==> config.mk <==
export PLATFORM = sky130hd
export DESIGN_NAME = ahb3lite_protocol_monitor
export DESIGN_NICKNAME = d
export VERILOG_FILES = /design/src/rtl/ahb3lite_pkg.sv /design/src/rtl/ahb3lite_burst_tracker.sv /design/src/rtl/ahb3lite_protocol_monitor.sv
export SDC_FILE = /design/constraint.sdc
export NUM_CORES = 1
export LEC_CHECK = 0
export ABC_CLOCK_PERIOD_IN_PS = 10500
export BUFFER_PORTS_ARGS = -buffer_cell sky130_fd_sc_hd__clkbuf_2
export CORE_MARGIN = 4
export CORE_UTILIZATION = 60
export DETAILED_ROUTE_END_ITERATION = 10
export PLACE_DENSITY = 0.81
export SYNTH_ARGS = -nofsm -noshare
export SYNTH_HDL_FRONTEND = slang
export SYNTH_HIERARCHICAL = 1
export SYNTH_SLANG_ARGS = --single-unit
==> constraint.sdc <==
create_clock -name HCLK -period 10.5 [get_ports HCLK]
set_input_delay 1.05 -clock HCLK [delete_from_list [all_inputs] [get_ports HCLK]]
set_output_delay 1.05 -clock HCLK [all_outputs]
set_load 0.01 [all_outputs]
==> src/rtl/ahb3lite_pkg.sv <==
// Shared AHB3-Lite encodings, check identifiers and monitor FSM state types.
package ahb3lite_pkg;

  localparam logic [1:0] HTRANS_IDLE   = 2'b00;
  localparam logic [1:0] HTRANS_BUSY   = 2'b01;
  localparam logic [1:0] HTRANS_NONSEQ = 2'b10;
  localparam logic [1:0] HTRANS_SEQ    = 2'b11;

  localparam logic [2:0] HBURST_SINGLE = 3'b000;
  localparam logic [2:0] HBURST_INCR   = 3'b001;
  localparam logic [2:0] HBURST_WRAP4  = 3'b010;
  localparam logic [2:0] HBURST_INCR4  = 3'b011;
  localparam logic [2:0] HBURST_WRAP8  = 3'b100;
  localparam logic [2:0] HBURST_INCR8  = 3'b101;
  localparam logic [2:0] HBURST_WRAP16 = 3'b110;
  localparam logic [2:0] HBURST_INCR16 = 3'b111;

  localparam logic HRESP_OKAY  = 1'b0;
  localparam logic HRESP_ERROR = 1'b1;

  localparam int NUM_CHK = 6;

  typedef enum logic [2:0] {
    CHK_ALIGN   = 3'd0,
    CHK_SIZE    = 3'd1,
    CHK_SEQ     = 3'd2,
    CHK_STABLE  = 3'd3,
    CHK_TIMEOUT = 3'd4,
    CHK_RESP    = 3'd5
  } chk_id_e;

  typedef enum logic {BST_IDLE, BST_BURST} burst_state_t;
  typedef enum logic {RSP_OKAY, RSP_ERR1} resp_state_t;

  // Beats remaining after the NONSEQ of a fixed-length burst.
  function automatic logic [3:0] burst_beats(input logic [2:0] hburst);
    case (hburst)
      HBURST_WRAP4, HBURST_INCR4:   burst_beats = 4'd3;
      HBURST_WRAP8, HBURST_INCR8:   burst_beats = 4'd7;
      HBURST_WRAP16, HBURST_INCR16: burst_beats = 4'd15;
      default:                      burst_beats = 4'd0;
    endcase
  endfunction

  // ID+1 of the lowest set bit, 0 when no bit is set.
  function automatic logic [2:0] first_id(input logic [NUM_CHK-1:0] v);
    first_id = 3'd0;
    for (int i = NUM_CHK - 1; i >= 0; i--)
      if (v[i]) first_id = 3'(i + 1);
  endfunction

endpackage

==> src/rtl/ahb3lite_burst_tracker.sv <==
// Tracks the current burst and flags SEQ beats that are out of place or
// carry an address other than the predicted next one.
module ahb3lite_burst_tracker
  import ahb3lite_pkg::*;
#(
  parameter int HADDR_SIZE = 16
) (
  input  logic                  HCLK,
  input  logic                  HRESET,
  input  logic                  hsel,
  input  logic                  hready,
  input  logic [HADDR_SIZE-1:0] haddr,
  input  logic [2:0]            hsize,
  input  logic [2:0]            hburst,
  input  logic [1:0]            htrans,
  output logic                  seq_err,
  output logic                  burst_active
);

  burst_state_t          state_q, state_d;
  logic [3:0]            beats_q, beats_d;
  logic                  unbounded_q, unbounded_d;
  logic [HADDR_SIZE-1:0] prev_q, prev_d;
  logic [2:0]            size_q, size_d;
  logic [2:0]            burst_q, burst_d;
  logic [HADDR_SIZE-1:0] bytes, wrap_mask, exp_addr;
  logic                  is_wrap, acc;

  assign acc          = hsel & hready & htrans[1];
  assign burst_active = (state_q == BST_BURST);
  assign bytes        = HADDR_SIZE'(1) << size_q;

  always_comb begin
    is_wrap   = 1'b0;
    wrap_mask = '0;
    case (burst_q)
      HBURST_WRAP4:  begin is_wrap = 1'b1; wrap_mask = (bytes << 2) - HADDR_SIZE'(1); end
      HBURST_WRAP8:  begin is_wrap = 1'b1; wrap_mask = (bytes << 3) - HADDR_SIZE'(1); end
      HBURST_WRAP16: begin is_wrap = 1'b1; wrap_mask = (bytes << 4) - HADDR_SIZE'(1); end
      default:       begin is_wrap = 1'b0; wrap_mask = '0; end
    endcase
    exp_addr = prev_q + bytes;
    if (is_wrap) exp_addr = (prev_q & ~wrap_mask) | (exp_addr & wrap_mask);
  end

  always_comb begin
    state_d     = state_q;
    beats_d     = beats_q;
    unbounded_d = unbounded_q;
    prev_d      = prev_q;
    size_d      = size_q;
    burst_d     = burst_q;
    seq_err     = 1'b0;
    if (hsel && htrans == HTRANS_SEQ && state_q == BST_IDLE) seq_err = 1'b1;
    if (acc && htrans == HTRANS_NONSEQ) begin
      prev_d      = haddr;
      size_d      = hsize;
      burst_d     = hburst;
      beats_d     = burst_beats(hburst);
      unbounded_d = (hburst == HBURST_INCR);
      state_d     = (hburst == HBURST_SINGLE) ? BST_IDLE : BST_BURST;
    end else if (acc && htrans == HTRANS_SEQ && state_q == BST_BURST) begin
      if (haddr != exp_addr) seq_err = 1'b1;
      prev_d = haddr;
      if (!unbounded_q) begin
        beats_d = beats_q - 4'd1;
        if (beats_q == 4'd1) state_d = BST_IDLE;
      end
    end else if (hsel && hready && htrans == HTRANS_IDLE) begin
      state_d = BST_IDLE;
    end
  end

  always_ff @(posedge HCLK or posedge HRESET) begin
    if (HRESET) begin
      state_q     <= BST_IDLE;
      beats_q     <= '0;
      unbounded_q <= 1'b0;
      prev_q      <= '0;
      size_q      <= '0;
      burst_q     <= HBURST_SINGLE;
    end else begin
      state_q     <= state_d;
      beats_q     <= beats_d;
      unbounded_q <= unbounded_d;
      prev_q      <= prev_d;
      size_q      <= size_d;
      burst_q     <= burst_d;
    end
  end

endmodule

==> src/rtl/ahb3lite_protocol_monitor.sv <==
// Passive AHB3-Lite slave-port checker: sticky violation flags, first-error
// code, error/transfer counters and a registered interrupt. Never drives the bus.
module ahb3lite_protocol_monitor
  import ahb3lite_pkg::*;
#(
  parameter int HADDR_SIZE = 16,
  parameter int HDATA_SIZE = 32,
  parameter int MAX_WAIT   = 16,
  parameter int CNT_W      = 16
) (
  input  logic                  HCLK,
  input  logic                  HRESET,
  input  logic                  HSEL,
  input  logic [HADDR_SIZE-1:0] HADDR,
  input  logic                  HWRITE,
  input  logic [2:0]            HSIZE,
  input  logic [2:0]            HBURST,
  input  logic [1:0]            HTRANS,
  input  logic                  HREADY,
  input  logic                  HREADYOUT,
  input  logic                  HRESP,
  input  logic                  clr,
  output logic [NUM_CHK-1:0]    err_flags,
  output logic [2:0]            first_err,
  output logic [CNT_W-1:0]      err_cnt,
  output logic [CNT_W-1:0]      rd_cnt,
  output logic [CNT_W-1:0]      wr_cnt,
  output logic                  err_irq
);

  localparam int              WAIT_W    = $clog2(MAX_WAIT + 1);
  localparam logic [WAIT_W-1:0] WAIT_MAX  = WAIT_W'(MAX_WAIT);
  localparam logic [WAIT_W-1:0] WAIT_LAST = WAIT_W'(MAX_WAIT - 1);
  localparam logic [31:0]     DATA_BITS = 32'(HDATA_SIZE);
  localparam int              CTRL_W    = HADDR_SIZE + 10;

  logic                  acc, dphase_q, stall_q, seq_err, burst_active, trans_ok;
  logic [CTRL_W-1:0]     ctrl_now, ctrl_q;
  logic [WAIT_W-1:0]     wait_q;
  logic [HADDR_SIZE-1:0] size_mask;
  logic [NUM_CHK-1:0]    viol;
  resp_state_t           resp_q, resp_d;

  assign acc       = HSEL & HREADY & HTRANS[1];
  assign ctrl_now  = {HADDR, HWRITE, HSIZE, HBURST, HTRANS};
  assign size_mask = (HADDR_SIZE'(1) << HSIZE) - HADDR_SIZE'(1);
  // A stalled BUSY may legally advance to SEQ.
  assign trans_ok  = (ctrl_now[1:0] == ctrl_q[1:0]) ||
                     (ctrl_q[1:0] == HTRANS_BUSY && ctrl_now[1:0] == HTRANS_SEQ);

  ahb3lite_burst_tracker #(.HADDR_SIZE(HADDR_SIZE)) u_burst (
    .HCLK         (HCLK),
    .HRESET       (HRESET),
    .hsel         (HSEL),
    .hready       (HREADY),
    .haddr        (HADDR),
    .hsize        (HSIZE),
    .hburst       (HBURST),
    .htrans       (HTRANS),
    .seq_err      (seq_err),
    .burst_active (burst_active)
  );

  always_comb begin
    resp_d = resp_q;
    case (resp_q)
      RSP_OKAY: if (HRESP == HRESP_ERROR && !HREADYOUT) resp_d = RSP_ERR1;
      RSP_ERR1: resp_d = RSP_OKAY;
      default:  resp_d = RSP_OKAY;
    endcase
  end

  always_comb begin
    viol              = '0;
    viol[CHK_ALIGN]   = acc && ((HADDR & size_mask) != '0);
    viol[CHK_SIZE]    = acc && ((32'd8 << HSIZE) > DATA_BITS);
    viol[CHK_SEQ]     = seq_err || (HSEL && HTRANS == HTRANS_BUSY && !burst_active);
    viol[CHK_STABLE]  = stall_q && ((ctrl_now[CTRL_W-1:2] != ctrl_q[CTRL_W-1:2]) || !trans_ok);
    viol[CHK_TIMEOUT] = dphase_q && !HREADYOUT && (wait_q == WAIT_LAST);
    viol[CHK_RESP]    = (HRESP == HRESP_ERROR && HREADYOUT && resp_q != RSP_ERR1) ||
                        (resp_q == RSP_ERR1 && !(HRESP == HRESP_ERROR && HREADYOUT));
  end

  always_ff @(posedge HCLK or posedge HRESET) begin
    if (HRESET) begin
      dphase_q <= 1'b0;
      stall_q  <= 1'b0;
      ctrl_q   <= '0;
      wait_q   <= '0;
      resp_q   <= RSP_OKAY;
    end else begin
      if (HREADY) dphase_q <= acc;
      stall_q <= HSEL & HTRANS[1] & !HREADY;
      ctrl_q  <= ctrl_now;
      resp_q  <= resp_d;
      if (dphase_q && !HREADYOUT) begin
        if (wait_q != WAIT_MAX) wait_q <= wait_q + WAIT_W'(1);
      end else begin
        wait_q <= '0;
      end
    end
  end

  // clr discards history but still records whatever happens in its own cycle.
  always_ff @(posedge HCLK or posedge HRESET) begin
    if (HRESET) begin
      err_flags <= '0;
      first_err <= '0;
      err_cnt   <= '0;
      rd_cnt    <= '0;
      wr_cnt    <= '0;
      err_irq   <= 1'b0;
    end else begin
      err_irq <= |err_flags;
      if (clr) begin
        err_flags <= viol;
        first_err <= first_id(viol);
        err_cnt   <= CNT_W'(viol != '0);
        rd_cnt    <= CNT_W'(acc & !HWRITE);
        wr_cnt    <= CNT_W'(acc & HWRITE);
      end else begin
        err_flags <= err_flags | viol;
        if (first_err == 3'd0) first_err <= first_id(viol);
        if (viol != '0 && err_cnt != '1) err_cnt <= err_cnt + CNT_W'(1);
        if (acc && HWRITE) wr_cnt <= wr_cnt + CNT_W'(1);
        if (acc && !HWRITE) rd_cnt <= rd_cnt + CNT_W'(1);
      end
    end
  end

endmodule

## Yosys cells after proc, flatten, opt, wreduce, memory -nomap -nowiden

Cells that the tools add are included.

| operators by class | value |
|---|---|
| $add $sub $neg | 10 |
| $lt $le $gt $ge | 1 |
| equality and inequality tests | 25 |
| shift-type cells | 3 |
| multiplexer cells | 38 |
| bitwise gates (word level) | 14 |
| reductions and logical operators | 50 |

Operators with widths:

| kind | count |
|---|---|
| $mux 16 | 9 |
| $add 16x1->16 const B | 3 |
| $and 16x16->16 | 3 |
| $pmux 16 s3 | 1 |
| $sub 16x1->16 const B | 3 |
| $gt 32x6->1 const B | 1 |
| $shl 1x3->16 const A | 2 |
| $shl 4x3->32 const A | 1 |
| $mux 3 | 8 |
| $ne 23x23->1 | 1 |
| $logic_and 1x1->1 | 22 |
| $eq 3x3->1 const B | 6 |
| $add 16x16->16 | 1 |
| $ne 16x16->1 | 1 |
| $ne 16x16->1 const B | 1 |
| $not 16->16 | 1 |
| $or 16x16->16 | 1 |
| $reduce_bool 16->1 | 1 |
| $sub 16x2->16 const B | 1 |
| $mux 1 | 12 |
| $mux 4 | 3 |
| $pmux 4 s3 | 1 |
| $mux 5 | 2 |
| $reduce_bool 2->1 | 5 |
| other kinds (30) | 51 |

| storage, ports and cells | value |
|---|---|
| register bits after elaboration | 119 |
| input port bits | 32 |
| word-level logic and storage cells | 158 |

## Logic depth before layout (Yosys ltp)

| logic depth | value |
|---|---|
| word-level depth | 17 |
| gate-level depth with buffers | 21 |

## By module

The synthesis kept the hierarchy.

By module, submodules not included:

| module | times used | cells each | area each (µm²) | seq. area each (µm²) |
|---|---|---|---|---|
| ahb3lite_protocol_monitor | 1 | 413 | 4296.6 | 2277.2 |
| ahb3lite_burst_tracker | 1 | 286 | 2551.2 | 700.7 |

## Worst setup path after synthesis

OpenSTA, ideal clock, no wires.

| timing | value |
|---|---|
| kind | register to register |
| from | register u_burst.size_q[2] |
| to | register err_cnt[1] |
| arrival time | 3879 ps |
| required time | 10368 ps |
| setup slack | 6489 ps |
| cell stages (with the launch flop) | 22 |
| path buffers | 4 |
| clock period less this slack | 4011 ps |
| cells stage by stage | dfrtp_1 -> buf_6 -> buf_6 -> nor3_4 -> ha_1 -> inv_1 -> fa_1 -> nor2b_1 -> o2111ai_1 -> a21oi_2 -> o2111ai_2 -> nor2b_1 -> o22a_1 -> nor4_2 -> a21oi_1 -> a41oi_1 -> nand3_2 -> o21ai_4 -> buf_6 -> buf_12 -> mux2i_1 -> nor2_1 |

| on the way | value |
|---|---|
| cells in the longest elaborated chain, start to end | 15 |
| elaborated cells on any way between the ends | 19 |
| those cells by class | add/sub (4); eq/ne (1); shift (1); mux (5); bitwise (4); reduce/logical (4) |

RTL lines:

| element | line | source |
|---|---|---|
| from (decl) | ahb3lite_burst_tracker.sv:24 | `logic [2:0] size_q, size_d;` |
| from (signal assigned) | ahb3lite_burst_tracker.sv:87 | `size_q <= size_d;` |
| $shl 1x3->16 * | ahb3lite_burst_tracker.sv:31 | `assign bytes = HADDR_SIZE'(1) << size_q;` |
| $sub 16x1->16 (on tied branches) | ahb3lite_burst_tracker.sv:37, ahb3lite_burst_tracker.sv:38, ahb3lite_burst_tracker.sv:39 |  |
| $pmux 16 s3 | ahb3lite_burst_tracker.sv:36 | `case (burst_q)` |
| $not 16->16 | ahb3lite_burst_tracker.sv:43 | `if (is_wrap) exp_addr = (prev_q & ~wrap_mask) \| (exp_addr & wrap_mask);` |
| $and 16x16->16 | ahb3lite_burst_tracker.sv:43 |  |
| $or 16x16->16 | ahb3lite_burst_tracker.sv:43 |  |
| $mux 16 * | ahb3lite_burst_tracker.sv:43 |  |
| $ne 16x16->1 * | ahb3lite_burst_tracker.sv:63 | `if (haddr != exp_addr) seq_err = 1'b1;` |
| $mux 1 * | ahb3lite_burst_tracker.sv:63 |  |
| $mux 1 * | ahb3lite_burst_tracker.sv:62 | `end else if (acc && htrans == HTRANS_SEQ && state_q == BST_BURST) begin` |
| $mux 1 * | ahb3lite_burst_tracker.sv:55 | `if (acc && htrans == HTRANS_NONSEQ) begin` |
| named net seq_err | ahb3lite_protocol_monitor.sv:37 | `logic acc, dphase_q, stall_q, seq_err, burst_active, trans_ok;` |
| $logic_or 1x1->1 * | ahb3lite_protocol_monitor.sv:77 | `viol[CHK_SEQ] = seq_err \|\| (HSEL && HTRANS == HTRANS_BUSY && !burst_active);` |
| $reduce_bool 6->1 * | ahb3lite_protocol_monitor.sv:124 | `if (viol != '0 && err_cnt != '1) err_cnt <= err_cnt + CNT_W'(1);` |
| $logic_and 1x1->1 * | ahb3lite_protocol_monitor.sv:124 |  |
| $reduce_bool 2->1 (no source line) * | - |  |
| to (signal assigned) | ahb3lite_protocol_monitor.sv:118 | `err_cnt <= CNT_W'(viol != '0);` |
| to (signal assigned) | ahb3lite_protocol_monitor.sv:124 |  |
| to (decl) | ahb3lite_protocol_monitor.sv:25 | `output logic [CNT_W-1:0] err_cnt,` |

The timed path passes the listed nets; every way through them passes the cells marked *.
A chain may end at the register's enable or synchronous reset.

## Worst setup path after layout

| timing | value |
|---|---|
| from | register u_burst.size_q[1] |
| to | register err_cnt[1] |

Same word-level chain as after synthesis.

==> results.json <==
{
  "status": "complete, no violations",
  "seq_area_frac_synth_pct": 43.5,
  "hold_viol": 0,
  "wl_um": 16700,
  "synth_top_area_share_pct": 43.5,
  "synth_fp_nets": 750,
  "r2r-start": "u_burst/size_q[1]",
  "clock_latency_ps": 410,
  "path_delay_family": "compound AO/OA/AOI/OAI gates",
  "grt.total_usage_pct": 27.0,
  "yosys_warnings": 6,
  "diodes": 0,
  "setup_viol": 0,
  "ir_drop_uv": 112,
  "fin_skew_ps": 7.22,
  "grt_antenna_before_repair": 0,
  "place_inst": 908,
  "drt_iter0_drc": 574,
  "cp_slowest_cell": "dfrtp_1",
  "layout.nets": 838,
  "core_region_area_mm2": 0.0110,
  "syn_area_per_cell_um2": 9.80,
  "tns_ps": 0,
  "drt.antenna.violating_nets": 0,
  "ctsResizeCount": 0,
  "path_cells": "nor3_4 -> ha_1 -> inv_1 -> fa_1 -> nor2b_1 -> o2111ai_1 -> a21oi_2 -> o2111ai_2 -> nor2b_1 -> o22a_1 -> nor4_2 -> a21oi_1 -> a41oi_1 -> nand3_2 -> o21ai_4 -> mux2i_1 -> nor2_1",
  "register_area_mm2": 0.00298,
  "cts_sinks": 119,
  "yosysMostFrequentCell": "dfrtp_1",
  "port_buffers": 89,
  "ios": 90,
  "synthCells": 699,
  "routedWlPerCell_um": 17.7,
  "critPathMaxFanout": 24,
  "r2r-end": "err_cnt[1]",
  "root_buffer": "clkbuf_16",
  "min_path_type": "reg -> reg",
  "r2r_slack_ps": 5550,
  "row_count": 38,
  "p_leak_nw": 3.58,
  "crit_start": "u_burst/size_q[1]",
  "grt_max_degree": 56,
  "tightest_slew_ps": 1170,
  "fillers": 781,
  "cp.arrival_ps": 5230,
  "cts_tree": "yes",
  "ys_ff_latch": 119,
  "crit_top_cell": "nor2b_1",
  "synth-main-ff-cell": "dfrtp_1",
  "fp.dieArea_mm2": 0.0132,
  "cts_setup_buffers": 0,
  "synth_commonest_cells": "dfrtp_1 (119), nor2_1 (63), nand2_1 (61)",
  "tritoncts.num_buffers": 17,
  "die_h_um": 115,
  "slew_violations": 0,
  "async_flop_share_pct": 100,
  "synth.cell_area_mm2": 0.00685,
  "power_mw": 1.48,
  "grt_pass1_wl_um": 28100,
  "layout_min_cycle_time_ps": 4950,
  "cp_slowest_stage_delay_ps": 680,
  "cts_buffer_depth": 2,
  "multi_input_area_mm2": 0.00359,
  "fmax_ghz": 0.202,
  "p_per_area_mw_per_mm2": 187,
  "critical_path_cell_count": 17,
  "gp_congestion": 0.946,
  "ctsHoldBuffers": 0,
  "worstSetupPathType": "reg -> reg",
  "synth_largest_area_cell": "dfrtp_1",
  "drive_above_1_share_pct": 23.3,
  "cp-end-kind": "flop",
  "synth_edf_count": 0,
  "first_pass_iters": 5,
  "final_cells": 940,
  "relSlewSlack_pct": 22.1,
  "worstPathRequired_ps": 10780,
  "htreeDepth": 4,
  "startpoint_type": "flop",
  "remaining_drc_errors": 0,
  "vias": 5679,
  "areaGrowthSynthToFinish_pct": 16.1,
  "crit_end": "err_cnt[1]",
  "start_util_pct": 62.3,
  "via_per_inst": 6.04,
  "fp.dieW_um": 115,
  "maxCapViolations": 0,
  "cts.clk_slew.worst_paths_ps": 50,
  "timing.final.crit_share_pct": 47.2,
  "synthDistinctLibCells": 92,
  "synth_area_leaders": "dfrtp_1 (43%), xor2_1 (6.7%), xnor2_1 (3.7%), nor2_1 (3.5%), nand2_1 (3.3%)",
  "reg2reg_depth": 17,
  "first_global_vias": 5722,
  "hpwl_um": 11900,
  "critPathBufInv": 1,
  "global_route.overflow_total": 0,
  "rsz0062_at_grt": "no"
}
## state kept, by name, indices dropped and copies added (netlist names), 3 cells and up
register and cells:
first_err 3, ctrl_q 25, u_burst/beats_q 4, err_cnt 16
u_burst/burst_q 3, err_flags 6, wait_q 5, u_burst/size_q 3
wr_cnt 16, u_burst/prev_q 16, rd_cnt 16
## worst min-delay path by stage
stage                      start  endpoint  slack [ps]  depth (start not counted)
after floorplan           resp_q    resp_q         430                          1
after global placement    resp_q    resp_q         440                          1
after detailed placement  resp_q    resp_q         440                          1
after global routing      resp_q    resp_q         470                          1
after CTS                 resp_q    resp_q         450                          1
final                     resp_q    resp_q         450                          1
## layer usage
metal	vias to the layer above	part of all wire [%]	track usage [%]	wire length [um]
met3	41	6.0	6.00	998
li1	2655	-	-	-
met1	2777	40	33.4	6700
met4	0	2.9	10.2	475
met2	206	51	46.4	8490
met5	-	0	0	0
## kinds of logic after synthesis
family,share of synthesized area (%)
DFF,43.5
adders and majority gates,3.58
AOI/OAI and AO/OA,14.9
buffers and inverters,4.09
xor gates and xnor gates,10.4
muxes,3.20
and+or+nand+nor,20.4
## layout by cell type, fill, tap and decap left out, drive strengths merged, types with 4 or more instances in the layout
master / count
a211oi: 5
a21o: 7
a21oi: 40
a31oi: 5
and3: 11
clkbuf: 111
clkinv: 6
dfrtp: 119
ha: 18
inv: 33
mux2: 15
mux2i: 5
nand2: 63
nand2b: 10
nand3: 28
nand4: 11
nor2: 64
nor2b: 6
nor3: 14
nor3b: 4
nor4: 9
o2111ai: 4
o211ai: 4
o21ai: 41
o31ai: 4
or2: 5
or3: 18
xnor2: 29
xor2: 52
## area by class of cell
| cell class | count | area share [%] |
|---|---|---|
| well taps | 140 | 2.20 |
| repair buffers | 92 | 5.88 |
| clock inverters | 10 | 1.49 |
| clock buffers | 22 | 6.21 |
| multi-input cells | 523 | 45.1 |
| flip-flops and latches | 119 | 37.4 |
| inverters | 34 | 1.62 |
## stage by stage
step / setup slack, ps / utilization (%) / cell area (um^2) / hold WS, ps
2_1_floorplan: 6490 / - / 6850 / 425
3_3_place_gp: 5870 / 66.8 / 7340 / 439
3_5_place_dp: 5690 / 66.8 / 7340 / 442
4_1_cts: 5570 / 72.4 / 7950 / 449
5_1_grt: 5080 / 72.4 / 7950 / 466
6_report: 5550 / 72.4 / 7950 / 451
## worst reg2reg max path, stage by stage, from the launching register on
cell       delay (ps)
dfrtp_1           680
nor3_4            410
ha_1              230
inv_1              50
fa_1              400
nor2b_1           160
o2111ai_1         170
a21oi_2           250
o2111ai_2         200
nor2b_1           180
o22a_1            230
nor4_2            300
a21oi_1           150
a41oi_1           420
nand3_2           200
o21ai_4           480
mux2i_1           250
nor2_1             50
## report_power, final
group          total, mW  internal (mW)  switching (mW)
combinational      0.333          0.144           0.189
sequential         0.563          0.501          0.0619
clock              0.588          0.381           0.207
(Power assumes the default switching activity.)
